<file path="src/rtl/bram_acq_ctrl.sv">
// Acquisition BRAM ownership sequencer: guards the BUFGMUX switch, streams AXIS beats into port A.
// Optional BRAM_ACQ_CTRL_DROP_CNT_EN: always-ready sink that counts beats discarded outside FILL.
module bram_acq_ctrl #(
  parameter int unsigned BRAM_DATA_WIDTH = 32,
  parameter int unsigned BRAM_ADDR_WIDTH = 15,
  parameter int unsigned GUARD_CYCLES    = 16
) (
  input  logic                       aclk,
  input  logic                       aresetn,
  input  logic                       cfg_start,
  input  logic                       cfg_abort,
  input  logic [BRAM_ADDR_WIDTH-1:0] cfg_length,
  input  logic                       read_done,
  input  logic [BRAM_DATA_WIDTH-1:0] s_axis_tdata,
  input  logic                       s_axis_tvalid,
  output logic                       s_axis_tready,
  output logic                       switch,
  output logic [BRAM_ADDR_WIDTH-1:0] bram_porta_addr,
  output logic [BRAM_DATA_WIDTH-1:0] bram_porta_wrdata,
  output logic                       bram_porta_we,
  output logic                       data_ready,
  output logic [2:0]                 sts_state,
  output logic [BRAM_ADDR_WIDTH:0]   sts_words,
  output logic [31:0]                sts_dropped
);

  localparam int unsigned CntW  = $clog2(GUARD_CYCLES + 2);
  localparam int unsigned WordW = BRAM_ADDR_WIDTH + 1;

  localparam logic [2:0] StIdle   = 3'd0;
  localparam logic [2:0] StGuardA = 3'd1;
  localparam logic [2:0] StFill   = 3'd2;
  localparam logic [2:0] StDrain  = 3'd3;
  localparam logic [2:0] StGuardB = 3'd4;
  localparam logic [2:0] StReady  = 3'd5;

  localparam logic [CntW-1:0]  GuardLast = CntW'(GUARD_CYCLES - 1);
  localparam logic [CntW-1:0]  DrainLast = CntW'(1);
  localparam logic [WordW-1:0] FullDepth = {1'b1, {BRAM_ADDR_WIDTH{1'b0}}};

  logic [2:0]                 state_q, state_d;
  logic [CntW-1:0]            cnt_q, cnt_d;
  logic [WordW-1:0]           len_q, len_d;
  logic [WordW-1:0]           words_q, words_d;
  logic                       switch_q, data_ready_q, we_q;
  logic [BRAM_ADDR_WIDTH-1:0] addr_q;
  logic [BRAM_DATA_WIDTH-1:0] wrdata_q;
  logic                       accept;

  assign accept = s_axis_tvalid & s_axis_tready & (state_q == StFill);

  always_comb begin
    state_d = state_q;
    cnt_d   = cnt_q;
    len_d   = len_q;
    words_d = words_q;
    case (state_q)
      StIdle: begin
        if (cfg_start) begin
          len_d   = (cfg_length == '0) ? FullDepth : {1'b0, cfg_length};
          words_d = '0;
          cnt_d   = '0;
          state_d = StGuardA;
        end
      end
      StGuardA: begin
        if (cfg_abort) begin
          cnt_d   = '0;
          state_d = StDrain;
        end else if (cnt_q == GuardLast) begin
          state_d = StFill;
        end else begin
          cnt_d = cnt_q + 1'b1;
        end
      end
      StFill: begin
        if (accept) words_d = words_q + 1'b1;
        if (cfg_abort || (accept && (words_d == len_q))) begin
          cnt_d   = '0;
          state_d = StDrain;
        end
      end
      StDrain: begin
        // Two cycles so the last registered write reaches the BRAM before the clock mux flips.
        if (cnt_q == DrainLast) begin
          cnt_d   = '0;
          state_d = StGuardB;
        end else begin
          cnt_d = cnt_q + 1'b1;
        end
      end
      StGuardB: begin
        if (cnt_q == GuardLast) state_d = StReady;
        else                    cnt_d   = cnt_q + 1'b1;
      end
      StReady: begin
        if (read_done) state_d = StIdle;
      end
      default: state_d = StIdle;
    endcase
  end

  always_ff @(posedge aclk or negedge aresetn) begin
    if (!aresetn) begin
      state_q      <= StIdle;
      cnt_q        <= '0;
      len_q        <= '0;
      words_q      <= '0;
      switch_q     <= 1'b0;
      data_ready_q <= 1'b0;
      we_q         <= 1'b0;
      addr_q       <= '0;
      wrdata_q     <= '0;
    end else begin
      state_q      <= state_d;
      cnt_q        <= cnt_d;
      len_q        <= len_d;
      words_q      <= words_d;
      switch_q     <= (state_d == StGuardA) || (state_d == StFill) || (state_d == StDrain);
      data_ready_q <= (state_d == StReady);
      we_q         <= accept;
      if (accept) begin
        addr_q   <= words_q[BRAM_ADDR_WIDTH-1:0];
        wrdata_q <= s_axis_tdata;
      end
    end
  end

`ifdef BRAM_ACQ_CTRL_DROP_CNT_EN
  logic        rst_done_q;
  logic [31:0] dropped_q;

  assign s_axis_tready = rst_done_q;

  always_ff @(posedge aclk or negedge aresetn) begin
    if (!aresetn) begin
      rst_done_q <= 1'b0;
      dropped_q  <= '0;
    end else begin
      rst_done_q <= 1'b1;
      if (s_axis_tvalid && s_axis_tready && (state_q != StFill) && (dropped_q != '1)) begin
        dropped_q <= dropped_q + 1'b1;
      end
    end
  end

  assign sts_dropped = dropped_q;
`else
  assign s_axis_tready = (state_q == StFill);
  assign sts_dropped   = '0;
`endif

  assign switch            = switch_q;
  assign data_ready        = data_ready_q;
  assign bram_porta_we     = we_q;
  assign bram_porta_addr   = addr_q;
  assign bram_porta_wrdata = wrdata_q;
  assign sts_state         = state_q;
  assign sts_words         = words_q;

endmodule

</file>
<file path="config.mk">
export PLATFORM = sky130hd
export DESIGN_NAME = bram_acq_ctrl
export DESIGN_NICKNAME = d
export VERILOG_FILES = /design/src/rtl/bram_acq_ctrl.sv
export SDC_FILE = /design/constraint.sdc
export NUM_CORES = 1
export LEC_CHECK = 0
export ABC_AREA = 1
export CAP_MARGIN = 25
export CORE_ASPECT_RATIO = 0.7
export CORE_MARGIN = 10
export CORE_UTILIZATION = 51
export CTS_BUF_LIST = sky130_fd_sc_hd__clkbuf_4
export CTS_CLUSTER_DIAMETER = 40
export DETAILED_ROUTE_END_ITERATION = 8
export PLACE_DENSITY = 0.95
export SLEW_MARGIN = 20
export SYNTH_ARGS = -nofsm -noshare
export SYNTH_HDL_FRONTEND = slang
export SYNTH_SLANG_ARGS = --single-unit
</file>
<file path="constraint.sdc">
create_clock -name aclk -period 3.51 [get_ports aclk]
set_input_delay 0.702 -clock aclk [delete_from_list [all_inputs] [get_ports aclk]]
set_output_delay 0.702 -clock aclk [all_outputs]
set_load 0.02 [all_outputs]
</file>
# Yosys cells after proc, flatten, opt, wreduce, memory -nomap -nowiden
# Cells that the tools add are included.
[word_totals]
reg_bits = 90
in_bits = 53
output_inout_bits = 102
elab_cells = 57
[op_classes]
addsub = 2
eq_ne = 14
mux = 19
n_bitwise = 2
reduce_logical = 11
[op_table]
columns = ["op", "count"]
rows = [
  ["$mux 16", 4],
  ["$pmux 16 s2", 1],
  ["$mux 5", 5],
  ["$pmux 5 s5", 1],
  ["$mux 3", 7],
  ["$pmux 3 s6", 1],
  ["$add 16x1->16 const B", 1],
  ["$eq 16x16->1", 1],
  ["$logic_not 15->1", 1],
  ["$eq 3x2->1 const B", 4],
  ["$eq 3x3->1 const B", 3],
  ["$eq 3x1->1 const B", 2],
  ["$add 5x1->5 const B", 1],
  ["$eq 5x1->1 const B", 1],
  ["$eq 5x4->1 const B", 1],
  ["$reduce_bool 5->1", 1],
  ["$reduce_and 2->1", 2],
  ["$logic_not 3->1", 1],
  ["$logic_or 1x1->1", 3],
  ["$reduce_and 3->1", 1],
  ["$and 1x1->1", 2],
  ["$ne 2x1->1 const B", 1],
  ["$ne 2x2->1 const B", 1],
  ["$reduce_bool 2->1", 1],
  ["$logic_and 1x1->1", 1],
]

# Depth between registers and ports, before layout
# Gate-level depths: netlist of run 1.
[depth]
ltp_word = 13
mapped_depth = 19
depth_no_buf = 19

# Least setup slack after synthesis of run 1
# Ideal clock, no wire load.
[synth_path]
path_kind = "flip-flop to flip-flop"
start = "register cnt_q[0]"
end = "register switch_q, in the netlist switch"
setup_time_ns = 0.113
arrival_time_ns = 1.975
t_required_ns = 3.397
path_slack_ns = 1.422
stages_incl_launch_ff = 13
n_path_buf = 1
synth_period_minus_slack_ns = 2.088
path_cell_list = "dfrtp_1 -> ha_1 -> nand3_1 -> inv_1 -> ha_1 -> clkbuf_1 -> inv_1 -> a21oi_1 -> o21ai_0 -> a2111oi_0 -> nand3_1 -> nand2_1 -> inv_1"
[synth_via]
elab_chain_len = 7
word_cells_on_any_way = 12
cone_classes = "5 x eq/ne; 5 x mux; 2 x reduce/logical"
[synth_lines]
columns = ["item", "line_no", "rtl"]
rows = [
  ["from (decl)", "42", "logic [CntW-1:0] cnt_q, cnt_d;"],
  ["from (signal assigned)", "116", "cnt_q <= cnt_d;"],
  ["$eq 5x4->1", "70, 93", ""],
  ["$mux 3", "70", "end else if (cnt_q == GuardLast) begin"],
  ["$mux 3", "67", "if (cfg_abort) begin"],
  ["$pmux 3 s6 *", "57", "case (state_q)"],
  ["$eq 3x1->1 / $eq 3x2->1 (equally long branches)", "119", "switch_q <= (state_d == StGuardA) || (state_d == StFill) || (state_d == StDrain);"],
  ["$logic_or 1x1->1", "119", ""],
  ["$logic_or 1x1->1 *", "119", ""],
  ["to (signal assigned)", "119", ""],
  ["to (decl)", "45", "logic switch_q, data_ready_q, we_q;"],
]
# Mark *: on every way between the ends. The rest lies on a longest branch, timed or not.
# A chain may end at the register's enable or synchronous reset.

# Worst setup path in the final report of run 1
[layout_path]
start = "register state_q[2], in the netlist sts_state[2]"
end = "output s_axis_tready"
[layout_via]
elab_chain_len = 1
[layout_lines]
columns = ["item", "line_no", "rtl"]
rows = [
  ["from (decl)", "41", "logic [2:0] state_q, state_d;"],
  ["from (signal assigned)", "105", "state_q <= StIdle;"],
  ["from (signal assigned)", "115", "state_q <= state_d;"],
  ["$eq 3x2->1", "149", "assign s_axis_tready = (state_q == StFill);"],
  ["to (decl)", "16", "output logic s_axis_tready,"],
]
# No other way between the ends.

==> metrics.yaml, run 1 <==
outcome:
  status: "finished, final reports clean"
cells_and_area:
  antenna_cells: 0
  n_fill_cell: 760
  final_util: 0.6741
  layout-drive-gt1-share: 0.04472
  area.growth.synth_to_final_pct: 30.11
  fin_area_mm2: 0.006066
  finish.net_count: 791
placement:
  dp_hpwl_um: 10530
  placed_cell_area_mm2: 0.005886
  numPortBuffers: 122
  post-place-ws_ps: 655.4
  gp_congestion: 0.9313
timing:
  fin_crit_ps: 3112
  setup_violations: 0
  finalClockSkew_ps: 27.72
  slew-limit-headroom: 0.5492
  finalHoldViolCount: 0
  finalMaxSlewViolations: 0
  finalCritPeriodShare: 0.8865
  fin_ws_ps: 398.4
  worst_pin_slew_ps: 659.2
  tns_ps: 0
  rsz0062_at_grt: "false"
  fmax_mhz: 321.4
pwr:
  totalPowerFinal_mw: 4.662
  ir_worst_vdd_mv: 0.5182
  powerDensity_mw_per_mm2: 768.6
  leakage_nw: 2.956
die:
  num_io_pins: 155
  core_area_mm2: 0.008999
  start_util: 0.5181
  rows: 29
  die_y_um: 99.99
  die_x_um: 134.3
  dieArea_mm2: 0.01343
route:
  via_per_inst: 4.994
  firstDrtPassIters: 5
  vias: 4305
  routedWlPerCell_um: 15.52
  drt_wl_total_um: 13370
  drtAntennaViolNets: 0
  drc_errors: 0
  drt_iter0_markers: 372
synth:
  yosys-top-cells-count: "nand2_1, dfrtp_1, inv_1, o21ai_0, nand3_1"
  ys_warn_count: 0
  syn_area_per_cell_um2: 7.630
  synth_edf_count: 0
  ys.flop_type: "dfrtp_1"
  syn_area_mm2: 0.004662
  ys_types: 33
  ys_seq_elements: 90
  synth_top_area_frac: 0.4831
  yosys.area.top_type: "dfrtp_1"
  synth.most_common_cell: "nand2_1"
  synth_seq_area_share: 0.4831
  yosys-top-cells-area: "dfrtp_1, nand2_1, buf_4"
  synthCells: 611
  ys_async_sr_fraction: 1.000
global_routing:
  first_global_vias: 4447
  grt.overflow.total: 0
  antenna_found_initial: 0
  grt_pass1_wl_um: 21830
  track_usage: 0.1999
  grt_max_degree: 44
min_path:
  hold_path.class: "input port to async pin"
clock_tree:
  cts_sinks: 90
  hold_buffers: 0
  cts_root_buf: "clkbuf_4"
  ctsResizeCount: 0
  clk_pin_slew_worst_paths_ps: 150
  cts_buffers: 9
  cts-htree-levels: 3
  clock_latency_ps: 470
  cts_tree: "built"
  clk_path_buf_depth: 2
  cts_setup_buffers: 0
critical_path:
  critPathLaunchType: "flip-flop"
  endpoint: "s_axis_tready"
  cp-end-kind: "output pin"
  r2r_slack_ps: 920
  cp_max_fo: 11
  reg2reg_from: "cnt_q[0]$_DFFE_PN0P_"
  rr_worst_depth: 11
  worst-endpoint-arrival_ps: 2410
  crit_required_ps: 2810
  path_class: "flip-flop to output pin"
  r2r-end: "switch$_DFF_PN0_"
  startpoint: "sts_state[2]$_DFF_PN0_"
run:
  maxCapViolations: 0
[where the power goes]
group	internal (mW)	switching (mW)	total, mW
registers	1.40	0.293	1.70
clock network	0.364	0.349	0.713
logic	0.894	1.36	2.25
total	2.66	2.00	4.66
[worst max-delay path: stages, from the launching register on]
cell	delay (ps)
dfrtp_1	500
inv_2	160
nand3_4	170
inv_1	420
clkdlybuf4s50_1	700
[placed cells by master (no fill, tap or decap), types with 2 or more instances in the layout]
cell	n
dfrtp_1	90
nor2_1	32
clkinv_1	3
ha_1	5
clkbuf_4	10
nor2_4	4
nand3b_1	2
clkdlybuf4s50_1	121
nand4_1	4
nor4_1	3
nand3_1	34
inv_2	3
nor3_1	4
nand3_4	2
xnor2_1	3
and2_1	2
nand2_1	254
xor2_1	5
a31oi_1	2
bufinv_16	3
o21ai_0	35
buf_4	7
a21oi_1	10
o22ai_1	7
inv_1	54
conb_1	32
[flip-flops by register name, summed over array words and instances (netlist names)]
signal             cells
bram_porta_wrdata     32
sts_words             16
cnt_q                  5
bram_porta_addr       15
len_q                 16
data_ready             1
switch                 1
bram_porta_we          1
sts_state              3
[area by class of cell]
| class | count | area [µm²] | share of cell area |
|---|---|---|---|
| flip-flops and latches | 90 | 2252 | 0.3713 |
| multi-input cells | 446 | 1997 | 0.3292 |
| repair buffers | 128 | 1264 | 0.2083 |
| inverters | 58 | 217.7 | 0.03589 |
| well taps | 124 | 155.1 | 0.02558 |
| clock inverters | 6 | 105.1 | 0.01733 |
| clock buffers | 10 | 75.07 | 0.01238 |
[worst min path at each step]
stage                                      startpoint                                 to  cells past startpoint
finish                                        aresetn              len_q[14]$_DFFE_PN0P_                      1
detailed placement  bram_porta_wrdata[15]$_DFFE_PN0P_  bram_porta_wrdata[15]$_DFFE_PN0P_                      2
CTS                                           aresetn               cnt_q[4]$_DFFE_PN0P_                      1
global route                                  aresetn               cnt_q[4]$_DFFE_PN0P_                      1
global placement    bram_porta_wrdata[31]$_DFFE_PN0P_  bram_porta_wrdata[31]$_DFFE_PN0P_                      2
floorplan                                     aresetn     bram_porta_addr[0]$_DFFE_PN0P_                      0
[metrics by stage]
step	instances	hold WS, ps
2_1_floorplan	642	406.4
3_3_place_gp	846	461.0
3_5_place_dp	846	465.5
4_1_cts	862	220.6
5_1_grt	862	227.5
6_report	862	211.0
[cells by family (layout without fill, tap and decap cells)]
family,Yosys count,count (layout),share of synthesized area
flip-flops,90,90,0.4831
adder cells (fa/ha/maj),5,5,0.01342
buffers and inverters,106,202,0.1135
other,1,32,0.0008044
AND/OR/NAND/NOR,344,344,0.3084
XOR/XNOR,8,8,0.01503
AO/OA/AOI/OAI,57,57,0.06576
[layer usage]
layer	vias up	track usage	share of wire
li1	2089	-	-
met1	1991	0.2391	0.42
met2	207	0.3112	0.44
met3	18	0.1033	0.13
met4	0	0.05421	0.013
met5	-	0	0
(Power assumes the default switching activity.)
==> inputs of run 2 (changes only) <==
--- a/config.mk
+++ b/config.mk
@@ -14,6 +14,7 @@
 export CTS_CLUSTER_DIAMETER = 40
 export DETAILED_ROUTE_END_ITERATION = 8
 export PLACE_DENSITY = 0.95
+export RECOVER_POWER = 25
 export SLEW_MARGIN = 20
 export SYNTH_ARGS = -nofsm -noshare
 export SYNTH_HDL_FRONTEND = slang
==> run 2 against run 1 <==
Net effect: the run now ends with capacitance limit, slew limit left; global-route usage unchanged; worst hold slack improved by 290 ps; power about the same; flip-flop and latch count unchanged; critical endpoint unchanged; clock skew down 1.5 ps; via count is 0.35% higher; cell count stayed put; combinational power is essentially flat; non-clock buffer count did not move; maximum frequency fell by 0.14%.
==> metrics.yaml, run 2 (same netlist as run 1, synthesis figures left out) <==
outcome:
  status: "finished, violations left"
  violations: "capacitance limit, slew limit"
clock_tree:
  cts_root_buf: "clkbuf_4"
  cts_tree: "built"
  clock_latency_ps: 470  # about the same
  clk_path_buf_depth: 2  # unchanged
  cts_sinks: 90  # unchanged
  cts-htree-levels: 3  # unchanged
  clk_pin_slew_worst_paths_ps: 130  # -20 ps
  cts_buffers: 9  # unchanged
  cts_setup_buffers: 0  # unchanged
  hold_buffers: 0  # unchanged
  ctsResizeCount: 0  # unchanged
critical_path:
  worst-endpoint-arrival_ps: 2410  # about the same
  critPathLaunchType: "flip-flop"
  cp_max_fo: 11  # unchanged
  rr_worst_depth: 11  # unchanged
  cp-end-kind: "output pin"
  path_class: "flip-flop to output pin"
  crit_required_ps: 2810  # about the same
  slowest_delay_ps: 700  # about the same
  cp_cell_sequence: "inv_2 > nand3_4 > inv_1 > clkdlybuf4s50_1"
  crit_slowest_cell: "clkdlybuf4s50_1"
placement:
  dp_hpwl_um: 10530  # unchanged
  post-place-ws_ps: 655.4  # unchanged
  gp_congestion: 0.9313  # unchanged
  numPortBuffers: 122  # unchanged
  placed_cells: 846  # unchanged
timing:
  tns_ps: 0  # unchanged
  rsz0062_at_grt: "false"
  slew-limit-headroom: -0.5643  # -1.114
  finalHoldViolCount: 0  # unchanged
  holdWs_ps: 496.4  # +285.4 ps
  finalMaxSlewViolations: 43  # +43
  fmax_mhz: 320.9  # -0.14%
  fin_crit_ps: 3116  # +4.410 ps
  worst_pin_slew_ps: 2347  # +1687 ps
  setup_violations: 0  # unchanged
  fin_ws_ps: 394.0  # -4.410 ps
  finalCritPeriodShare: 0.8877  # +0.001256
  finalClockSkew_ps: 26.19  # -1.531 ps
pwr:
  powerDensity_mw_per_mm2: 769.4  # +0.10%
  p_comb_frac: 0.483  # about the same
  totalPowerFinal_mw: 4.660  # about the same
  ir_worst_vdd_mv: 0.5183  # about the same
  switching_share: 0.4290  # about the same
  clkPwrFrac: 0.153  # about the same
  p_seq_frac: 0.364  # about the same
  leakage_nw: 2.951  # -0.17%
  switchingPower_mw: 1.999  # about the same
  p_int_mw: 2.661  # about the same
route:
  drc_errors: 0  # unchanged
  via_per_inst: 5.012  # +0.35%
  drtAntennaViolNets: 0  # unchanged
  drt_iter0_markers: 391  # +5.1%
  firstDrtPassIters: 5  # unchanged
  routedWlPerCell_um: 15.46  # -0.34%
  drt_wl_total_um: 13330  # -0.34%
  vias: 4320  # +0.35%
global_routing:
  antenna_found_initial: 0  # unchanged
  track_usage: 0.1999  # unchanged
  first_global_vias: 4447  # unchanged
  grt.overflow.total: 0  # unchanged
  grt_max_degree: 44  # unchanged
  grt_pass1_wl_um: 21830  # unchanged
min_path:
  whs_path_depth: 2
  hold_path.class: "flip-flop to flip-flop"
die:
  start_util: 0.5181  # unchanged
  dieArea_mm2: 0.01343  # unchanged
  die_y_um: 99.99  # unchanged
  rows: 29  # unchanged
  core_area_mm2: 0.008999  # unchanged
  die_x_um: 134.3  # unchanged
  num_io_pins: 155  # unchanged
cells_and_area:
  largest_reg_flops: 32  # unchanged
  antenna_cells: 0  # unchanged
  fin_cells: 862  # unchanged
  finish.net_count: 791  # unchanged
  layout_commonest_cell: "nand2_1"
  n_fill_cell: 762  # +0.26%
  area.growth.synth_to_final_pct: 29.92
  layout_common_cells: "nand2_1, clkdlybuf4s50_1, dfrtp_1"
  layout-drive-gt1-share: 0.04336  # -0.001355
run:
  maxCapViolations: 1  # +1
[run 2: changes by cell type in the layout (fill, tap and decap cells not counted), sizes merged]
| cell | before | now |
|---|---|---|
| buf | 7 | 4 |
| clkbuf | 10 | 13 |
[run 2: final timing paths]
kind / start / to / slack [ps]
min in group asynchronous: aresetn / len_q[14]$_DFFE_PN0P_ / 930
worst max register to register: cnt_q[0]$_DFFE_PN0P_ / switch$_DFF_PN0_ / 930
max in group asynchronous: aresetn / bram_porta_wrdata[31]$_DFFE_PN0P_ / 930
worst min register to register: bram_porta_wrdata[5]$_DFFE_PN0P_ / bram_porta_wrdata[5]$_DFFE_PN0P_ / 500
worst min-delay path: bram_porta_wrdata[5]$_DFFE_PN0P_ / bram_porta_wrdata[5]$_DFFE_PN0P_ / 500
worst max-delay path: sts_state[2]$_DFF_PN0_ / s_axis_tready / 390
[run 2: through the flow]
step | cell area, µm² | utilization
after floorplan | 4778 | -
after global placement | 5886 | 0.6541
after detailed placement | 5886 | 0.6541
after CTS | 6066 | 0.6741
after global routing | 6057 | 0.6731
final | 6057 | 0.6731
[run 2: area by class of cell]
type / count / area, µm² / share of cell area
Sequential cell: 90 / 2252 / 0.3718
Multi-Input combinational cell: 446 / 1997 / 0.3297
Timing Repair Buffer: 128 / 1255 / 0.2072
Inverter: 58 / 217.7 / 0.03594
Tap cell: 124 / 155.1 / 0.02561
Clock inverter: 6 / 105.1 / 0.01735
Clock buffer: 10 / 75.07 / 0.01239
[run 2: worst max-delay path: cells and delay by family, from the launching register on]
| kind | cells | cell delay, ps |
|---|---|---|
| AND/OR/NAND/NOR | 1 | 180 |
| buffers and inverters | 3 | 1280 |
| flip-flops | 1 | 500 |
[run 2: routing by layer]
metal	track usage	wire, µm	vias up
li1	-	-	2090
met1	0.2391	5464	2002
met5	0	0	-
met4	0.05421	186	0
met3	0.1033	1750	16
met2	0.3112	5926	212
[run 2: power by group through the flow]
stage,Clock (mW),Sequential [mW],Combinational (mW)
2_1_floorplan,0,1.98,1.02
3_3_place_gp,0,1.68,2.19
3_5_place_dp,0,1.71,2.25
4_1_cts,0.727,1.69,2.26
5_1_grt,0.769,1.74,2.48
6_report,0.712,1.70,2.25
